**config.mk**
```make
export PLATFORM = sky130hd
export DESIGN_NAME = uart_transceiver
export DESIGN_NICKNAME = d
export VERILOG_FILES = /design/src/rtl/uart_transceiver_pkg.sv /design/src/rtl/uart_transceiver_sync_fifo.sv /design/src/rtl/uart_transceiver.sv
export SDC_FILE = /design/constraint.sdc
export NUM_CORES = 1
export LEC_CHECK = 0
export ABC_AREA = 1
export ABC_CLOCK_PERIOD_IN_PS = 2100
export CORE_ASPECT_RATIO = 1.75
export CORE_UTILIZATION = 35
export CTS_BUF_LIST = sky130_fd_sc_hd__clkbuf_16
export DETAILED_ROUTE_END_ITERATION = 12
export PLACE_DENSITY = 0.49
export RECOVER_POWER = 50
export SYNTH_ARGS = -nofsm -noshare
export SYNTH_HDL_FRONTEND = slang
export SYNTH_SLANG_ARGS = --single-unit
```
**constraint.sdc**
```tcl
create_clock -name i_clk -period 2.1 [get_ports i_clk]
set_input_delay 0.21 -clock i_clk [delete_from_list [all_inputs] [get_ports i_clk]]
set_output_delay 0.21 -clock i_clk [all_outputs]
set_load 0.1 [all_outputs]
```
**src/rtl/uart_transceiver_pkg.sv**
```systemverilog
// Shared UART constants: frame-format selectors, FSM state codes and the baud divisor helper.
package uart_transceiver_pkg;

    localparam int STOP_BITS_ONE = 0;
    localparam int STOP_BITS_TWO = 1;

    localparam int PARITY_NONE = 0;
    localparam int PARITY_EVEN = 1;
    localparam int PARITY_ODD  = 2;

    localparam logic [2:0] ST_IDLE   = 3'd0;
    localparam logic [2:0] ST_START  = 3'd1;
    localparam logic [2:0] ST_DATA   = 3'd2;
    localparam logic [2:0] ST_PARITY = 3'd3;
    localparam logic [2:0] ST_STOP   = 3'd4;

    // Clock cycles per bit; never below 2 so the half-bit start check stays meaningful.
    function automatic int calc_div(input int f_clk, input int baud);
        int d;
        d = f_clk / baud;
        return (d < 2) ? 2 : d;
    endfunction

endpackage

```
**src/rtl/uart_transceiver_sync_fifo.sv**
```systemverilog
// First-word-fall-through synchronous FIFO; rd_dat shows the head combinationally, zero when empty.
// Push while full is honoured only if a pop happens in the same cycle.
module sync_fifo #(
    parameter int DATA_WIDTH = 8,
    parameter int ADDR_WIDTH = 4
) (
    input  logic                  clk,
    input  logic                  arst_n,
    input  logic                  wr,
    input  logic [DATA_WIDTH-1:0] wr_dat,
    output logic                  full,
    input  logic                  rd,
    output logic [DATA_WIDTH-1:0] rd_dat,
    output logic                  empty
);
    localparam int DEPTH = 1 << ADDR_WIDTH;

    logic [DATA_WIDTH-1:0] mem_q [DEPTH];
    logic [ADDR_WIDTH:0]   wr_ptr_q, wr_ptr_d;
    logic [ADDR_WIDTH:0]   rd_ptr_q, rd_ptr_d;
    logic                  do_push, do_pop;

    assign empty   = (wr_ptr_q == rd_ptr_q);
    assign full    = (wr_ptr_q[ADDR_WIDTH] != rd_ptr_q[ADDR_WIDTH]) &&
                     (wr_ptr_q[ADDR_WIDTH-1:0] == rd_ptr_q[ADDR_WIDTH-1:0]);
    assign do_pop  = rd && !empty;
    assign do_push = wr && (!full || do_pop);
    assign rd_dat  = empty ? '0 : mem_q[rd_ptr_q[ADDR_WIDTH-1:0]];

    always_comb begin
        wr_ptr_d = wr_ptr_q;
        rd_ptr_d = rd_ptr_q;
        if (do_push) wr_ptr_d = wr_ptr_q + (ADDR_WIDTH+1)'(1);
        if (do_pop)  rd_ptr_d = rd_ptr_q + (ADDR_WIDTH+1)'(1);
    end

    always_ff @(posedge clk or negedge arst_n) begin
        if (!arst_n) begin
            wr_ptr_q <= '0;
            rd_ptr_q <= '0;
        end else begin
            wr_ptr_q <= wr_ptr_d;
            rd_ptr_q <= rd_ptr_d;
        end
    end

    always_ff @(posedge clk) begin
        if (do_push) mem_q[wr_ptr_q[ADDR_WIDTH-1:0]] <= wr_dat;
    end

endmodule

```
**src/rtl/uart_transceiver.sv**
```systemverilog
// UART transceiver: FIFO-buffered TX and RX with configurable data width, parity and stop bits.
// TX frames start within 2 cycles of data; RX pushes one cycle after the stop sample.
module uart_transceiver
    import uart_transceiver_pkg::*;
#(
    parameter int F_CLK              = 100_000_000,
    parameter int BAUDRATE           = 115200,
    parameter int DATA_WIDTH         = 8,
    parameter int STOP_BITS          = STOP_BITS_ONE,
    parameter int PARITY             = PARITY_NONE,
    parameter int FIFO_TX_ADDR_WIDTH = 4,
    parameter int FIFO_RX_ADDR_WIDTH = 4
) (
    input  logic                  i_clk,
    input  logic                  i_arst_n,
    input  logic                  i_rx,
    output logic                  o_tx,
    input  logic                  i_wr,
    input  logic [DATA_WIDTH-1:0] i_data,
    output logic                  o_tx_rdy,
    input  logic                  i_rd,
    output logic [DATA_WIDTH-1:0] o_data,
    output logic                  o_rx_valid,
    output logic [2:0]            o_err_state,
    output logic                  o_err
);
    localparam int              DIV       = calc_div(F_CLK, BAUDRATE);
    localparam int              CW        = $clog2(DIV + 1);
    localparam logic [CW-1:0]   DIV_LAST  = CW'(DIV - 1);
    localparam logic [CW-1:0]   HALF_LAST = CW'(DIV / 2 - 1);
    localparam logic [3:0]      DATA_LAST = 4'(DATA_WIDTH - 1);
    localparam bit              HAS_PAR   = (PARITY != PARITY_NONE);
    localparam bit              ODD       = (PARITY == PARITY_ODD);
    localparam bit              STOP_LAST = (STOP_BITS == STOP_BITS_TWO);

    logic                  tx_full, tx_empty, tx_pop;
    logic [DATA_WIDTH-1:0] tx_head;
    logic                  rx_full, rx_empty;

    sync_fifo #(.DATA_WIDTH(DATA_WIDTH), .ADDR_WIDTH(FIFO_TX_ADDR_WIDTH)) u_tx_fifo (
        .clk(i_clk), .arst_n(i_arst_n), .wr(i_wr), .wr_dat(i_data), .full(tx_full),
        .rd(tx_pop), .rd_dat(tx_head), .empty(tx_empty)
    );

    logic [2:0]            tx_st_q, tx_st_d;
    logic [CW-1:0]         tx_cnt_q, tx_cnt_d;
    logic [3:0]            tx_idx_q, tx_idx_d;
    logic [DATA_WIDTH-1:0] tx_sh_q, tx_sh_d;
    logic                  tx_par_q, tx_par_d;
    logic                  tx_q, tx_d;
    logic                  tx_bit_end;

    always_comb begin
        tx_st_d    = tx_st_q;
        tx_idx_d   = tx_idx_q;
        tx_sh_d    = tx_sh_q;
        tx_par_d   = tx_par_q;
        tx_pop     = 1'b0;
        tx_bit_end = (tx_cnt_q == DIV_LAST);
        tx_cnt_d   = (tx_st_q == ST_IDLE || tx_bit_end) ? '0 : tx_cnt_q + CW'(1);
        case (tx_st_q)
            ST_IDLE: if (!tx_empty) begin
                tx_pop   = 1'b1;
                tx_sh_d  = tx_head;
                tx_par_d = (^tx_head) ^ ODD;
                tx_st_d  = ST_START;
            end
            ST_START: if (tx_bit_end) begin
                tx_st_d  = ST_DATA;
                tx_idx_d = '0;
            end
            ST_DATA: if (tx_bit_end) begin
                tx_sh_d  = tx_sh_q >> 1;
                tx_idx_d = tx_idx_q + 4'd1;
                if (tx_idx_q == DATA_LAST) begin
                    tx_st_d  = HAS_PAR ? ST_PARITY : ST_STOP;
                    tx_idx_d = '0;
                end
            end
            ST_PARITY: if (tx_bit_end) tx_st_d = ST_STOP;
            ST_STOP: if (tx_bit_end) begin
                tx_idx_d = tx_idx_q + 4'd1;
                if (tx_idx_q[0] == STOP_LAST) begin
                    // Chain straight into the next frame when data is waiting: no idle gap.
                    if (!tx_empty) begin
                        tx_pop   = 1'b1;
                        tx_sh_d  = tx_head;
                        tx_par_d = (^tx_head) ^ ODD;
                        tx_st_d  = ST_START;
                    end else begin
                        tx_st_d  = ST_IDLE;
                    end
                end
            end
            default: tx_st_d = ST_IDLE;
        endcase
        case (tx_st_d)
            ST_START:  tx_d = 1'b0;
            ST_DATA:   tx_d = tx_sh_d[0];
            ST_PARITY: tx_d = tx_par_d;
            default:   tx_d = 1'b1;
        endcase
    end

    logic                  rx_s1_q, rx_s2_q, rx_s3_q;
    logic [2:0]            rx_st_q, rx_st_d;
    logic [CW-1:0]         rx_cnt_q, rx_cnt_d;
    logic [3:0]            rx_idx_q, rx_idx_d;
    logic [DATA_WIDTH-1:0] rx_sh_q, rx_sh_d;
    logic                  rx_push_q, rx_push_d;
    logic                  par_err, frm_err, ovf_err;
    logic [2:0]            err_state_q, err_state_d;
    logic                  err_q, err_d;

    always_comb begin
        rx_st_d   = rx_st_q;
        rx_idx_d  = rx_idx_q;
        rx_sh_d   = rx_sh_q;
        rx_push_d = 1'b0;
        par_err   = 1'b0;
        frm_err   = 1'b0;
        rx_cnt_d  = (rx_st_q == ST_IDLE) ? '0 : rx_cnt_q + CW'(1);
        case (rx_st_q)
            ST_IDLE: if (rx_s3_q && !rx_s2_q) rx_st_d = ST_START;
            ST_START: if (rx_cnt_q == HALF_LAST) begin
                rx_cnt_d = '0;
                rx_idx_d = '0;
                rx_st_d  = rx_s2_q ? ST_IDLE : ST_DATA;
            end
            ST_DATA: if (rx_cnt_q == DIV_LAST) begin
                rx_cnt_d = '0;
                rx_sh_d  = {rx_s2_q, rx_sh_q[DATA_WIDTH-1:1]};
                rx_idx_d = rx_idx_q + 4'd1;
                if (rx_idx_q == DATA_LAST) rx_st_d = HAS_PAR ? ST_PARITY : ST_STOP;
            end
            ST_PARITY: if (rx_cnt_q == DIV_LAST) begin
                rx_cnt_d = '0;
                par_err  = (rx_s2_q != ((^rx_sh_q) ^ ODD));
                rx_st_d  = ST_STOP;
            end
            ST_STOP: if (rx_cnt_q == DIV_LAST) begin
                // Only the first stop bit is checked; a second one reads as idle line.
                rx_st_d   = ST_IDLE;
                rx_push_d = rx_s2_q;
                frm_err   = !rx_s2_q;
            end
            default: rx_st_d = ST_IDLE;
        endcase
        ovf_err     = rx_push_q && rx_full && !i_rd;
        err_state_d = err_state_q | {ovf_err, frm_err, par_err};
        err_d       = ovf_err || frm_err || par_err;
    end

    sync_fifo #(.DATA_WIDTH(DATA_WIDTH), .ADDR_WIDTH(FIFO_RX_ADDR_WIDTH)) u_rx_fifo (
        .clk(i_clk), .arst_n(i_arst_n), .wr(rx_push_q), .wr_dat(rx_sh_q), .full(rx_full),
        .rd(i_rd), .rd_dat(o_data), .empty(rx_empty)
    );

    always_ff @(posedge i_clk or negedge i_arst_n) begin
        if (!i_arst_n) begin
            tx_st_q     <= ST_IDLE;
            tx_cnt_q    <= '0;
            tx_idx_q    <= '0;
            tx_sh_q     <= '0;
            tx_par_q    <= 1'b0;
            tx_q        <= 1'b1;
            rx_s1_q     <= 1'b1;
            rx_s2_q     <= 1'b1;
            rx_s3_q     <= 1'b1;
            rx_st_q     <= ST_IDLE;
            rx_cnt_q    <= '0;
            rx_idx_q    <= '0;
            rx_sh_q     <= '0;
            rx_push_q   <= 1'b0;
            err_state_q <= '0;
            err_q       <= 1'b0;
        end else begin
            tx_st_q     <= tx_st_d;
            tx_cnt_q    <= tx_cnt_d;
            tx_idx_q    <= tx_idx_d;
            tx_sh_q     <= tx_sh_d;
            tx_par_q    <= tx_par_d;
            tx_q        <= tx_d;
            rx_s1_q     <= i_rx;
            rx_s2_q     <= rx_s1_q;
            rx_s3_q     <= rx_s2_q;
            rx_st_q     <= rx_st_d;
            rx_cnt_q    <= rx_cnt_d;
            rx_idx_q    <= rx_idx_d;
            rx_sh_q     <= rx_sh_d;
            rx_push_q   <= rx_push_d;
            err_state_q <= err_state_d;
            err_q       <= err_d;
        end
    end

    assign o_tx        = tx_q;
    assign o_tx_rdy    = !tx_full;
    assign o_rx_valid  = !rx_empty;
    assign o_err_state = err_state_q;
    assign o_err       = err_q;

endmodule

```
==> flow_summary_export.csv, run 1 <==
group,metric,value,unit
outcome,outcome,"finished with violations",
outcome,violations,"setup timing",
clock_tree,cts_tree,"built",
power,p_leak,8.23,nW
worst_hold_path,min_path_type,"primary input to flop",
sta,worst_hold_slack,0.230,ns
place,numPortBuffers,27,
die,die_w,157,um
grt,grt_overflow,0,
yosys,syn_area,14800,um2
place,place.gp.congestion,0.822,
worst_setup_path,critPathCaptureType,"primary output",
final_layout,syn_to_final_growth,32.7,%
sta,fin_ws,-0.420,ns
sta,timing.fmax,0.397,GHz
worst_setup_path,startpoint_type,"flop",
yosys,synthDistinctLibCells,46,
yosys,avgSynthCellArea,10.5,um2
die,ios,28,
worst_setup_path,critical_path.cell_chain,"buf_12 -> buf_4 -> o21ai_0 -> o221ai_1 -> nand3_2 -> a31oi_4 -> buf_12",
yosys,synth_warnings,0,
clock_tree,cts.reportedPaths.clkPinSlew,0.06,ns
die,design.die.area,43100,um2
route,vias_per_cell,4.81,
clock_tree,root_buffer,"clkbuf_16",
yosys,synth_seq_cells,336,
sta,worst_pin_slew,1.14,ns
sta,slew_violations,0,
power,power,0.0214,W
worst_setup_path,cp.required,1.89,ns
worst_setup_path,crit_path_top_delay_cell,"dfrtp_2",
route,drc,0,
flow_run,drv_cap,0,
die,initial_utilization,35.5,%
die,core-area,41600,um2
grt,grtUsageTotal,19.9,%
sta,maxSlewHeadroom,24.0,%
final_layout,nFillCells,3902,
final_layout,layout-drive-gt1-share,24.2,%
yosys,synthesis.nets,1433,
die,die_h,274,um
power,vdd_ir_drop_max,1.35,mV
sta,final-hold-violation-count,0,
route,firstDrtPassIters,4,
clock_tree,cts_max_path_buffers,3,
place,dpl.hpwl,27.8,mm
route,routedWlPerCell,19.4,um
worst_setup_path,crit_top_cell,"buf_12",
yosys,syn_inst,1405,
final_layout,nNetsFinal,1622,
clock_tree,htreeDepth,2,
sta,post-route-min-period,2.52,ns
route,dr_total_vias,10461,
final_layout,fin_util,47.2,%
worst_setup_path,cp.arrival,2.31,ns
final_layout,layout_common_cells,"286 x nand2_1, 256 x edfxtp_1, 160 x nor2_1",
clock_tree,clk_latency,0.53,ns
yosys,ys_seq_area_share,65.5,%
grt,grt_max_degree,37,
final_layout,antennaDiodeCount,0,
route,ant_nets,0,
worst_setup_path,slowest_delay,0.43,ns
sta,finalClockSkew,0.0224,ns
place,pre_cts_ws,-0.110,ns
sta,rsz0062_at_grt,"yes",
final_layout,layout_commonest_cell,"nand2_1",
route,initialDrtViolationCount,437,
worst_setup_path,critPathKind,"flop to primary output",
route,wl,42.1,mm
grt,grt_first_pass_wirelength,62.2,mm
worst_setup_path,path_max_fanout,27,
sta,setup_viol,142,
clock_tree,cts_sinks,336,
sta,period_share,120,%
grt,grt_pass1_vias,10902,
power,powerDensity,1090,nW/um2
grt,antenna_found_initial,0,
die,row_count,99,
clock_tree,cts_buffers,35,
sequential cells by signal, summed over array words and instances, names as in the netlist, 4 cells and up:
| signal | cells |
|---|---|
| rx_cnt_q | 10 |
| rx_idx_q | 4 |
| rx_sh_q | 8 |
| tx_cnt_q | 10 |
| tx_idx_q | 4 |
| tx_sh_q | 8 |
| u_rx_fifo.mem_q | 128 |
| u_rx_fifo.rd_ptr_q | 5 |
| u_rx_fifo.wr_ptr_q | 5 |
| u_tx_fifo.mem_q | 128 |
| u_tx_fifo.rd_ptr_q | 5 |
| u_tx_fifo.wr_ptr_q | 5 |
synth_stat cells, drive strengths merged:
library cell	number	area (um2)
o22ai	1	6.26
nand3	95	485
xnor2	15	131
or4	1	7.51
and3	1	6.26
mux2i	13	130
a22o	1	8.76
nor3	10	50.1
a2111oi	1	8.76
o221ai	19	166
nor3b	4	30.0
edfxtp	256	7690
buf	27	171
o21ai	70	362
clkbuf	20	75.1
nand2	329	1270
nand4	9	56.3
a211oi	1	7.51
a31oi	8	50.1
nand3b	1	7.51
clkinv	5	20.0
dfrtp	76	1900
xor2	23	201
inv	154	578
dfstp	4	105
a21oi	13	68.8
o211ai	4	30.0
ha	15	188
nor2	206	786
o32ai	19	166
or2	3	18.8
o31ai	1	7.51
power by group:
part | internal [W] | leakage, nW | switching, W
combinational | 0.00323 | 4.03 | 0.00468
sequential | 0.00752 | 3.65 | 0.000205
clock | 0.00328 | 0.547 | 0.00253
path summary, 6_finish.rpt:
kind / cells past startpoint / end / start / slack [ns]
worst max-delay path: 7 / o_data[1] / u_rx_fifo.rd_ptr_q[1] / -0.42
worst min-delay path: 1 / rx_s1_q / i_rx / 0.23
worst max register to register: 14 / u_rx_fifo.mem_q[11][4] / u_rx_fifo.rd_ptr_q[0] / -0.18
worst min register to register: 0 / rx_s2_q / rx_s1_q / 0.36
max in group asynchronous: 3 / u_tx_fifo.rd_ptr_q[0] / i_arst_n / 0.32
min in group asynchronous: 2 / rx_cnt_q[7] / i_arst_n / 0.36
metal layers:
metal / track usage [%] / routed length (um) / vias to the layer above
met5: 0 / 0 / -
met4: 10.7 / 2540 / 0
met3: 2.37 / 938 / 113
met2: 41.3 / 24900 / 202
met1: 17.8 / 13700 / 5053
li1: - / - / 5093
cell type report:
cell class                      instances  area, um2  share of cell area [%]
Sequential cell                       336       9700                    49.4
Multi-Input combinational cell        865       5220                    26.6
Timing Repair Buffer                  197       2310                    11.8
Clock buffer                           35        876                    4.46
Tap cell                              555        694                    3.54
Inverter                              159        653                    3.33
Clock inverter                         27        178                   0.905
logic make-up (layout without fill, tap and decap cells):
| family | after synthesis | count (layout) | share of synthesized area, % |
|---|---|---|---|
| buffers and inverters | 206 | 418 | 5.71 |
| AO/OA/AOI/OAI | 138 | 138 | 5.96 |
| AND/OR/NAND/NOR | 659 | 661 | 18.4 |
| flip-flops | 336 | 336 | 65.5 |
| adder cells (fa/ha/maj) | 15 | 15 | 1.27 |
| multiplexers | 13 | 13 | 0.880 |
| XOR/XNOR | 38 | 38 | 2.25 |
worst max-delay path, delay by kind of cell, from the launching register on:
kind / cells / cell delay, ns
AOI/OAI and AO/OA: 3 / 0.62
buffers and inverters: 3 / 0.56
DFF: 1 / 0.43
and+or+nand+nor: 1 / 0.16
what timing repair did:
item,4_1_cts,5_1_grt
buffers inserted,24,12
pin swaps,48,25
endpoints found under the hold margin,30,0
endpoints found under the setup margin,160,280
gates resized for setup,142,43
hold buffers,1,0
gates cloned,11,6
per-stage QoR:
stage               area [um2]  std cells  TNS, ns
CTS                      19300       2157   -26.09
finish                   19600       2174   -21.45
floorplan                15200       1405   -14.28
detailed placement       17100       2060    -6.10
global route             19600       2174   -39.55
global placement         17100       2060    -7.21
(Power assumes the default switching activity.)
==> inputs of run 2 (changes only) <==
Settings changed: CTS_CLUSTER_DIAMETER from default to 200, PLACE_DENSITY 0.49 to 0.62, SYNTH_HIERARCHICAL from default to 1.
==> run 2 against run 1 <==
The flow still finishes with violations (setup timing). Non-clock buffer count decreased by 7. Critical path depth increased by 3. Global-route usage decreased by 2.1 points. Sequential cell count unchanged. Critical path type unchanged. Critical endpoint is now o_data[4].
==> flow_summary_export.csv, run 2 <==
group,metric,value,unit
yosys,synth_warnings,6,
die,core-area,45000,um2
route,initialDrtViolationCount,639,
sta,slew_violations,0,
place,dpl-instance-area,17800,um2
sta,worst_hold_slack,0.222,ns
clock_tree,cts_sinks,336,
place,dpl.hpwl,27.7,mm
grt,antenna_found_initial,0,
yosys,synthesis.nets,1754,
route,vias_per_cell,4.83,
place,numPortBuffers,27,
clock_tree,root_buffer,"clkbuf_16",
sta,rsz0062_at_grt,"yes",
power,vdd_ir_drop_max,0.716,mV
yosys,ys_top_cells_by_area,"edfxtp_1 48%, nand2_1 16%, dfrtp_1 12%, inv_1 5.9%, nand3_1 5.2%",
yosys,synth_seq_cells,336,
die,row_count,103,
worst_setup_path,critical_path.cell_chain,"clkinv_8 -> clkbuf_16 -> nand2_1 -> nand3_1 -> nand2_1 -> nand2_1 -> nand2_1 -> inv_2 -> a21oi_4 -> buf_12",
grt,grt_first_pass_wirelength,63.4,mm
worst_setup_path,startpoint_type,"flop",
yosys,synth_common_cells,"659 x nand2_1, 256 x edfxtp_1, 249 x inv_1",
yosys,avgSynthCellArea,9.21,um2
final_layout,syn_to_final_growth,29.3,%
route,dr_total_vias,12095,
yosys,synth_edf_count,256,
final_layout,layout_commonest_cell,"nand2_1",
power,powerDensity,1010,nW/um2
final_layout,nFillCells,4116,
yosys,ys_seq_area_share,61.0,%
worst_setup_path,worst-path-buf-inv,4,
yosys,synthDistinctLibCells,51,
grt,use_met3,2.02,%
worst_setup_path,crit_path_top_delay_cell,"dfrtp_2",
worst_setup_path,rr_startpoint,"u_tx_fifo/rd_ptr_q[0]",
sta,fin_setup_tns,-13.97,ns
yosys,synth_top_area_share,48.3,%
place,place.gp.congestion,0.910,
worst_setup_path,slowest_delay,0.53,ns
sta,timing.fmax,0.410,GHz
die,initial_utilization,35.4,%
outcome,outcome,"finished with violations",
yosys,async_flop_share,23.8,%
yosys,syn_inst,1726,
die,die_w,163,um
route,ant_nets,0,
clock_tree,cts.reportedPaths.clkPinSlew,0.07,ns
route,routedWlPerCell,16.9,um
worst_setup_path,cp.arrival,2.23,ns
grt,grt_max_degree,36,
sta,period_share,116,%
clock_tree,cts_tree,"built",
worst_setup_path,critPathKind,"flop to primary output",
sta,fin_ws,-0.342,ns
sta,setup_viol,141,
sta,final-hold-violation-count,0,
yosys,syn_area,15900,um2
worst_setup_path,critPathCaptureType,"primary output",
power,p_leak,9.04,nW
final_layout,final_area,20600,um2
grt,grt_overflow,0,
worst_setup_path,crit_top_cell,"nand2_1",
final_layout,antennaDiodeCount,0,
yosys,synth_top_flop_cell,"edfxtp_1",
sta,finalClockSkew,0.0345,ns
grt,grt.met1_usage,17.3,%
worst_hold_path,min_path_type,"primary input to flop",
worst_setup_path,r2r_slack,-0.24,ns
worst_setup_path,path_max_fanout,8,
route,firstDrtPassIters,5,
die,ios,28,
yosys,yosys.area.top_type,"edfxtp_1",
outcome,violations,"setup timing",
worst_setup_path,crit_family,"buffers and inverters",
clock_tree,clk_latency,0.53,ns
flow_run,drv_cap,0,
grt,grtUsageTotal,17.8,%
die,design.die.area,46300,um2
route,wl,42.2,mm
place,pre_cts_ws,-0.224,ns
final_layout,layout-drive-gt1-share,24.1,%
sta,post-route-min-period,2.44,ns
grt,grt_pass1_vias,12184,
worst_setup_path,ff2ff_path_depth,19,
worst_hold_path,hold_depth,1,
worst_setup_path,r2r_end,"o_tx",
final_layout,layout_common_cells,"588 x nand2_1, 256 x edfxtp_1, 236 x inv_1",
route,drc,0,
die,die_h,284,um
final_layout,nNetsFinal,1929,
clock_tree,cts_max_path_buffers,3,
yosys,yosysMostFrequentCell,"nand2_1",
worst_hold_path,min_to,"rx_s1_q",
worst_setup_path,cp.required,1.89,ns
grt,top_usage_layer,"met2",
clock_tree,htreeDepth,2,
clock_tree,cts_buffers,35,
grt,use_met2,34.9,%
sta,maxSlewHeadroom,27.5,%
worst_hold_path,hold_path.startpoint,"i_rx",
sta,worst_pin_slew,1.09,ns
[run 2: changes by cell type after synthesis, moves of 15 or more]
cell	delta
nor2_1	-124
nand2_1	+338
inv_1	+100
o21ai_0	-33
o221ai_1	-19
a21oi_1	+15
nand3_1	+72
o32ai_1	-19
[run 2: routing by layer]
| layer | part of all wire (%) | wire (um) |
|---|---|---|
| met1 | 34 | 14500 |
| met2 | 56 | 23500 |
| met3 | 2.9 | 1240 |
| met4 | 7.0 | 2950 |
| met5 | 0 | 0 |
[run 2: repair_timing]
action                                 in CTS  in global routing
gates resized for setup                    88                179
cloned                                      5                 15
setup endpoints to repair                 194                170
pin swaps                                  26                100
endpoints found under the hold margin      31                  0
setup buffers                              27                 15
hold buffers                                1                  0
[run 2: cell type report]
class | instances | area [um2] | share of cell area [%]
timing repair buffer | 190 | 2080 | 10.1
inverter | 268 | 1040 | 5.07
sequential | 336 | 9700 | 47.2
timing repair inverter | 1 | 5.00 | 0.0244
clock buffer | 37 | 926 | 4.51
tap | 577 | 722 | 3.51
clock inverter | 24 | 176 | 0.858
multi-input combinational | 1069 | 5900 | 28.7
[run 2: kinds of logic (layout without fill, tap and decap cells)]
family | after synthesis | count (layout) | synth area share, %
and+or+nand+nor | 959 | 959 | 25.6
DFF | 336 | 336 | 61.0
buffers and inverters | 321 | 520 | 8.07
AOI/OAI and AO/OA | 68 | 68 | 2.68
xor gates and xnor gates | 26 | 26 | 1.43
adders and majority gates | 15 | 15 | 1.18
muxes | 1 | 1 | 0.0630
[run 2: metrics by stage]
| step | cells | total power, W | util (%) |
|---|---|---|---|
| after floorplan | 1726 | 0.0115 | - |
| after global placement | 2384 | 0.0136 | 39.5 |
| after detailed placement | 2384 | 0.0137 | 39.5 |
| after CTS | 2478 | 0.0204 | 43.6 |
| after global routing | 2502 | 0.0219 | 45.7 |
| final | 2502 | 0.0208 | 45.7 |
[run 2: report_power, final]
group          switching (W)  leakage, nW  internal, W
Sequential          0.000289         3.71      0.00757
Combinational        0.00404         4.79      0.00293
Clock                0.00256        0.541      0.00344
Total                0.00689         9.04       0.0140
[run 2: worst max-delay path by stage]
stage                          start         to  cells after the start  slack [ns]
2_1_floorplan  u_rx_fifo/rd_ptr_q[1]  o_data[0]                      8       -0.16
3_3_place_gp   u_tx_fifo/rd_ptr_q[0]       o_tx                     20       -0.19
3_5_place_dp   u_tx_fifo/rd_ptr_q[0]       o_tx                     20       -0.22
4_1_cts        u_rx_fifo/rd_ptr_q[0]  o_data[2]                      9       -0.23
5_1_grt        u_rx_fifo/rd_ptr_q[0]  o_data[4]                     10       -0.43
6_report       u_rx_fifo/rd_ptr_q[0]  o_data[4]                     10       -0.34
==> inputs of run 3 (changes only) <==
Settings changed: PLACE_DENSITY 0.62 to 0.5.
==> run 3 against run 2 <==
The flow still finishes with violations (setup timing). Highest routed layer unchanged. Die area unchanged. Global-route usage up 1.3 points. First-iteration DRC count down 20%. Utilization up 0.98 points. Wire length up 4.5%. Final cell count up 1.1%. Register-to-register slack worse by 0.07 ns.
==> flow_summary_export.csv, run 3 (synthesized netlist as in run 2, its figures left out) <==
group,metric,value,unit
sta,period_share,115,%
worst_setup_path,critPathKind,"flop to primary output",
final_layout,nFillCells,4181,
grt,grt_max_degree,33,
route,wl,44.1,mm
worst_setup_path,path_max_fanout,5,
final_layout,seq_area,9700,um2
worst_setup_path,worst-path-buf-inv,3,
worst_setup_path,r2r_end,"o_tx",
place,place.gp.congestion,0.873,
clock_tree,cts_tree,"built",
worst_setup_path,ff2ff_path_depth,21,
clock_tree,clk_latency,0.58,ns
power,p_leak,9.27,nW
clock_tree,cts_max_path_buffers,3,
place,numPortBuffers,27,
grt,grt_first_pass_wirelength,66.7,mm
final_layout,layout-drive-gt1-share,25.7,%
route,vias_per_cell,4.71,
route,routedWlPerCell,17.4,um
clock_tree,root_buffer,"clkbuf_16",
die,design.die.area,46300,um2
clock_tree,cts_sinks,336,
die,die_h,284,um
worst_setup_path,critPathCaptureType,"primary output",
worst_setup_path,cp.arrival,2.20,ns
worst_setup_path,rr_startpoint,"u_tx_fifo/rd_ptr_q[0]",
sta,worst_pin_slew,1.07,ns
die,row_count,103,
route,firstDrtPassIters,4,
place,dpl.hpwl,29.3,mm
power,vdd_ir_drop_max,0.808,mV
place,dpl-instance-area,18000,um2
sta,post-route-min-period,2.41,ns
route,drc,0,
sta,setup_viol,141,
grt,grt_overflow,0,
sta,timing.fmax,0.415,GHz
worst_setup_path,path_depth,8,
sta,fin_ws,-0.309,ns
die,ios,28,
sta,maxSlewHeadroom,28.5,%
grt,grtUsageTotal,19.1,%
power,power,0.0223,W
route,dr_total_vias,11912,
final_layout,syn_to_final_growth,32.0,%
outcome,violations,"setup timing",
clock_tree,cts_buffers,31,
clock_tree,cts.reportedPaths.clkPinSlew,0.07,ns
sta,slew_violations,0,
worst_setup_path,critPathLaunch,"u_rx_fifo/rd_ptr_q[0]",
route,top_layer_used,"met4",
worst_setup_path,cp.required,1.89,ns
grt,grt_pass1_vias,12085,
final_layout,multi_input_area,5820,um2
final_layout,antennaDiodeCount,0,
worst_hold_path,min_path_type,"primary input to async pin",
power,powerDensity,1060,nW/um2
worst_setup_path,startpoint_type,"flop",
clock_tree,htreeDepth,1,
final_layout,layout_commonest_cell,"nand2_1",
grt,antenna_found_initial,0,
worst_setup_path,crit_family,"buffers and inverters",
worst_setup_path,crit_top_cell,"nand3_2",
final_layout,final_area,21000,um2
sta,rsz0062_at_grt,"yes",
flow_run,drv_cap,0,
sta,worst_hold_slack,0.284,ns
route,ant_nets,0,
route,dr_wl_met2,25.4,mm
sta,final-hold-violation-count,0,
route,route.met3.wl,1.11,mm
worst_setup_path,slowest_delay,0.49,ns
final_layout,nNetsFinal,1957,
die,core-area,45000,um2
worst_setup_path,crit_path_top_delay_cell,"dfrtp_2",
route,initialDrtViolationCount,511,
place,pre_cts_ws,-0.394,ns
worst_setup_path,r2r_slack,-0.31,ns
sta,finalClockSkew,0.0159,ns
worst_setup_path,critical_path.cell_chain,"buf_8 -> clkbuf_16 -> nand2_1 -> nand3_1 -> nand3_2 -> nand3_2 -> a21oi_2 -> buf_12",
route,wl_met1,14.8,mm
die,die_w,163,um
die,initial_utilization,35.4,%
outcome,outcome,"finished with violations",
final_layout,layout_common_cells,"588 x nand2_1, 256 x edfxtp_1, 230 x inv_1",
-- run 3: changes by cell type in the layout (fill, tap and decap cells not counted), moves of 8 or more --
| cell | before | now |
|---|---|---|
| nor2_1 | 51 | 59 |
| nand2_2 | 58 | 66 |
| buf_4 | 99 | 111 |
| nor2_2 | 13 | 5 |
| buf_16 | 3 | 12 |
| nand3_2 | 48 | 60 |
-- run 3: per-layer routing --
metal  up-vias  global-route usage (%)
met5         -                       0
met4         0                    11.1
met3       104                    1.81
met2       202                    38.6
met1      5721                    17.7
li1       5885                       -
-- run 3: area by class of cell --
class | count | area share (%)
Tap cell | 577 | 3.44
Inverter | 268 | 4.92
Sequential cell | 336 | 46.2
Timing Repair Buffer | 223 | 12.6
Clock buffer | 31 | 3.70
Clock inverter | 26 | 1.43
Multi-Input combinational cell | 1069 | 27.7
-- run 3: repair_timing --
| action | CTS | global route |
|---|---|---|
| setup buffers | 39 | 12 |
| endpoints found under the hold margin | 53 | 0 |
| cloned | 14 | 10 |
| hold buffers | 2 | 0 |
| gates resized for setup | 145 | 110 |
| endpoints found under the setup margin | 152 | 153 |
| pin swaps | 64 | 87 |
-- run 3: worst max-delay path by stage --
stage / slack (ns) / endpoint
6_report: -0.31 / o_data[6]
5_1_grt: -0.50 / o_tx
4_1_cts: -0.34 / o_data[2]
3_5_place_dp: -0.39 / o_tx
3_3_place_gp: -0.38 / u_tx_fifo/mem_q[11][1]
2_1_floorplan: -0.16 / o_data[0]
-- run 3: per-stage QoR --
stage / util, % / std cells / TNS [ns]
finish: 46.7 / 2530 / -18.85
global route: 46.7 / 2530 / -33.85
CTS: 45.4 / 2514 / -25.92
detailed placement: 40.1 / 2403 / -44.91
global placement: 40.1 / 2403 / -43.56
floorplan: - / 1726 / -6.81
-- run 3: worst reg2reg max path, cell delays in order, from the launching register on --
cell and delay (ns):
dfrtp_2 0.41, buf_6 0.15, buf_12 0.17, buf_12 0.16
nand2_2 0.10, nand3_1 0.09, nand2_2 0.10, nand2_2 0.05
nand2_2 0.06, inv_2 0.04, a21oi_4 0.19, inv_1 0.06
nand2_1 0.05, nand2_1 0.06, nand2_1 0.07, nand2_2 0.06
nand2_2 0.08, nand2_2 0.07, o21ai_2 0.14, nand3_2 0.08
nand2_1 0.07, nand3_1 0.06
-- run 3: power breakdown --
group	total (W)	internal, W	leakage [nW]	switching [W]
registers	0.00784	0.00757	3.71	0.000271
logic	0.00847	0.00386	5.04	0.00461
clock network	0.00599	0.00344	0.517	0.00255
total	0.0223	0.0149	9.27	0.00743
==> RTL edit (settings of run 2) <==
Make the reset (`arst_n` and `i_arst_n`) synchronous in 2 clocked blocks.
--- a/src/rtl/uart_transceiver_sync_fifo.sv
+++ b/src/rtl/uart_transceiver_sync_fifo.sv
@@ -34,7 +34,7 @@
         if (do_pop)  rd_ptr_d = rd_ptr_q + (ADDR_WIDTH+1)'(1);
     end
 
-    always_ff @(posedge clk or negedge arst_n) begin
+    always_ff @(posedge clk) begin
         if (!arst_n) begin
             wr_ptr_q <= '0;
             rd_ptr_q <= '0;
--- a/src/rtl/uart_transceiver.sv
+++ b/src/rtl/uart_transceiver.sv
@@ -156,7 +156,7 @@
         .rd(i_rd), .rd_dat(o_data), .empty(rx_empty)
     );
 
-    always_ff @(posedge i_clk or negedge i_arst_n) begin
+    always_ff @(posedge i_clk) begin
         if (!i_arst_n) begin
             tx_st_q     <= ST_IDLE;
             tx_cnt_q    <= '0;
Check against the original RTL: differs if i_arst_n is asserted again (counterexample within 4 cycles, from zero or initial values and one cycle with i_arst_n low); with i_arst_n held inactive, the same outputs for 10 cycles.
==> RTL edit against run 2 <==
The flow still finishes with violations (setup timing). First-iteration DRC count shrank 5.9%. Critical path type unchanged. Via count shrank 5.0%. Die area shrank 2.0%. Cell area shrank 2.3%. Area after synthesis shrank 2.1%. Core utilization grew 0.36 points. Sequential cell count grew 8. Non-clock buffer count shrank 2. Highest routed layer unchanged. Setup slack gained 0.11 ns. Power shrank 4.0%. Worst hold slack gained 0.065 ns. Wire length shrank 7.3%.
==> RTL edit: results (changes against run 2) <==
Yosys
  • Synth cell types: 47 (was 51)
  • Commonest cells in the netlist: nand2_1, edfxtp_1, inv_1 (unchanged)
  • Area contributors post-synth: edfxtp_1, dfxtp_1, nand2_1 (was edfxtp_1, nand2_1, dfrtp_1)

Critical path
  • Data arrival, critical path: 2.13 ns (was 2.23 ns)
  • Reg-to-Reg End: o_tx$_SDFF_PN1_ (was o_tx$_DFF_PN1_)
  • Slowest cell delay on critical path: 0.50 ns (was 0.53 ns)

Clock tree
  • CTS sink cnt: 344 (was 336)

Final layout
  • Fin cells: 2340 (was 2502)
  • Comb_multi_in: 945 (was 1069)
  • Register share of the cell area: 0.473 (was 0.472)
  • Bufs w/o clock: 188 (was 190)
  • Fillcell total: 4017 (was 4116)
  • Clock-cell share: 0.0573 (was 0.0536)
  • Non-CTS inverters: 236 (was 269)

STA
  • Final hold slack: 0.288 ns (was 0.222 ns)
  • Final WS setup: -0.237 ns (was -0.342 ns)
  • Setup TNS: -1.98 ns (was -13.97 ns)
  • Final setup viols: 12 (was 141)
  • Max Clock Skew: 0.0241 ns (was 0.0345 ns)

Power and ir drop
  • Seq pwr: 7.66 mW (was 7.86 mW)

Placed design
  • Hpwl dp: 26100 um (was 27700 um)

Outcome
  • Status: complete, but fails checks (unchanged)
  • Failing checks: setup timing (unchanged)

Route
  • Metal2 WL: 22600 um (was 23500 um)
  • DR pass1 iterations: 8 (was 5)

Worst hold path
  • Hold path depth: 2 (was 1)
==> RTL edit: cell types whose count changed after synthesis, moves of 13 or more <==
cell / change
nand2_1: -372
a21oi_1: +108
dfrtp_1: -76
o21ai_1: +41
inv_1: -38
dfxtp_1: +88
nand2_2: +13
nand3_1: -65
o21ai_0: +58
o211ai_1: +47
nor2_1: +35
==> RTL edit: worst max-delay path, delay by kind of cell (launching register included) <==
kind	cells	cell delay, ns
compound gates	3	0.24
simple gates	4	0.39
flops	1	0.50
buf+inv	3	0.48
==> RTL edit: cell families after synthesis <==
family | synth area share
AOI/OAI and AO/OA | 0.111
xor gates and xnor gates | 0.0195
adders and majority gates | 0.0121
buffers and inverters | 0.0767
DFF | 0.607
and+or+nand+nor | 0.173
==> RTL edit: repair_timing <==
item / in CTS / in global routing
gates resized for setup: 88 / 129
hold buffers: 0 / 0
gates cloned: 8 / 8
pin swaps: 59 / 84
buffers inserted: 12 / 10
endpoints found under the setup margin: 140 / 146
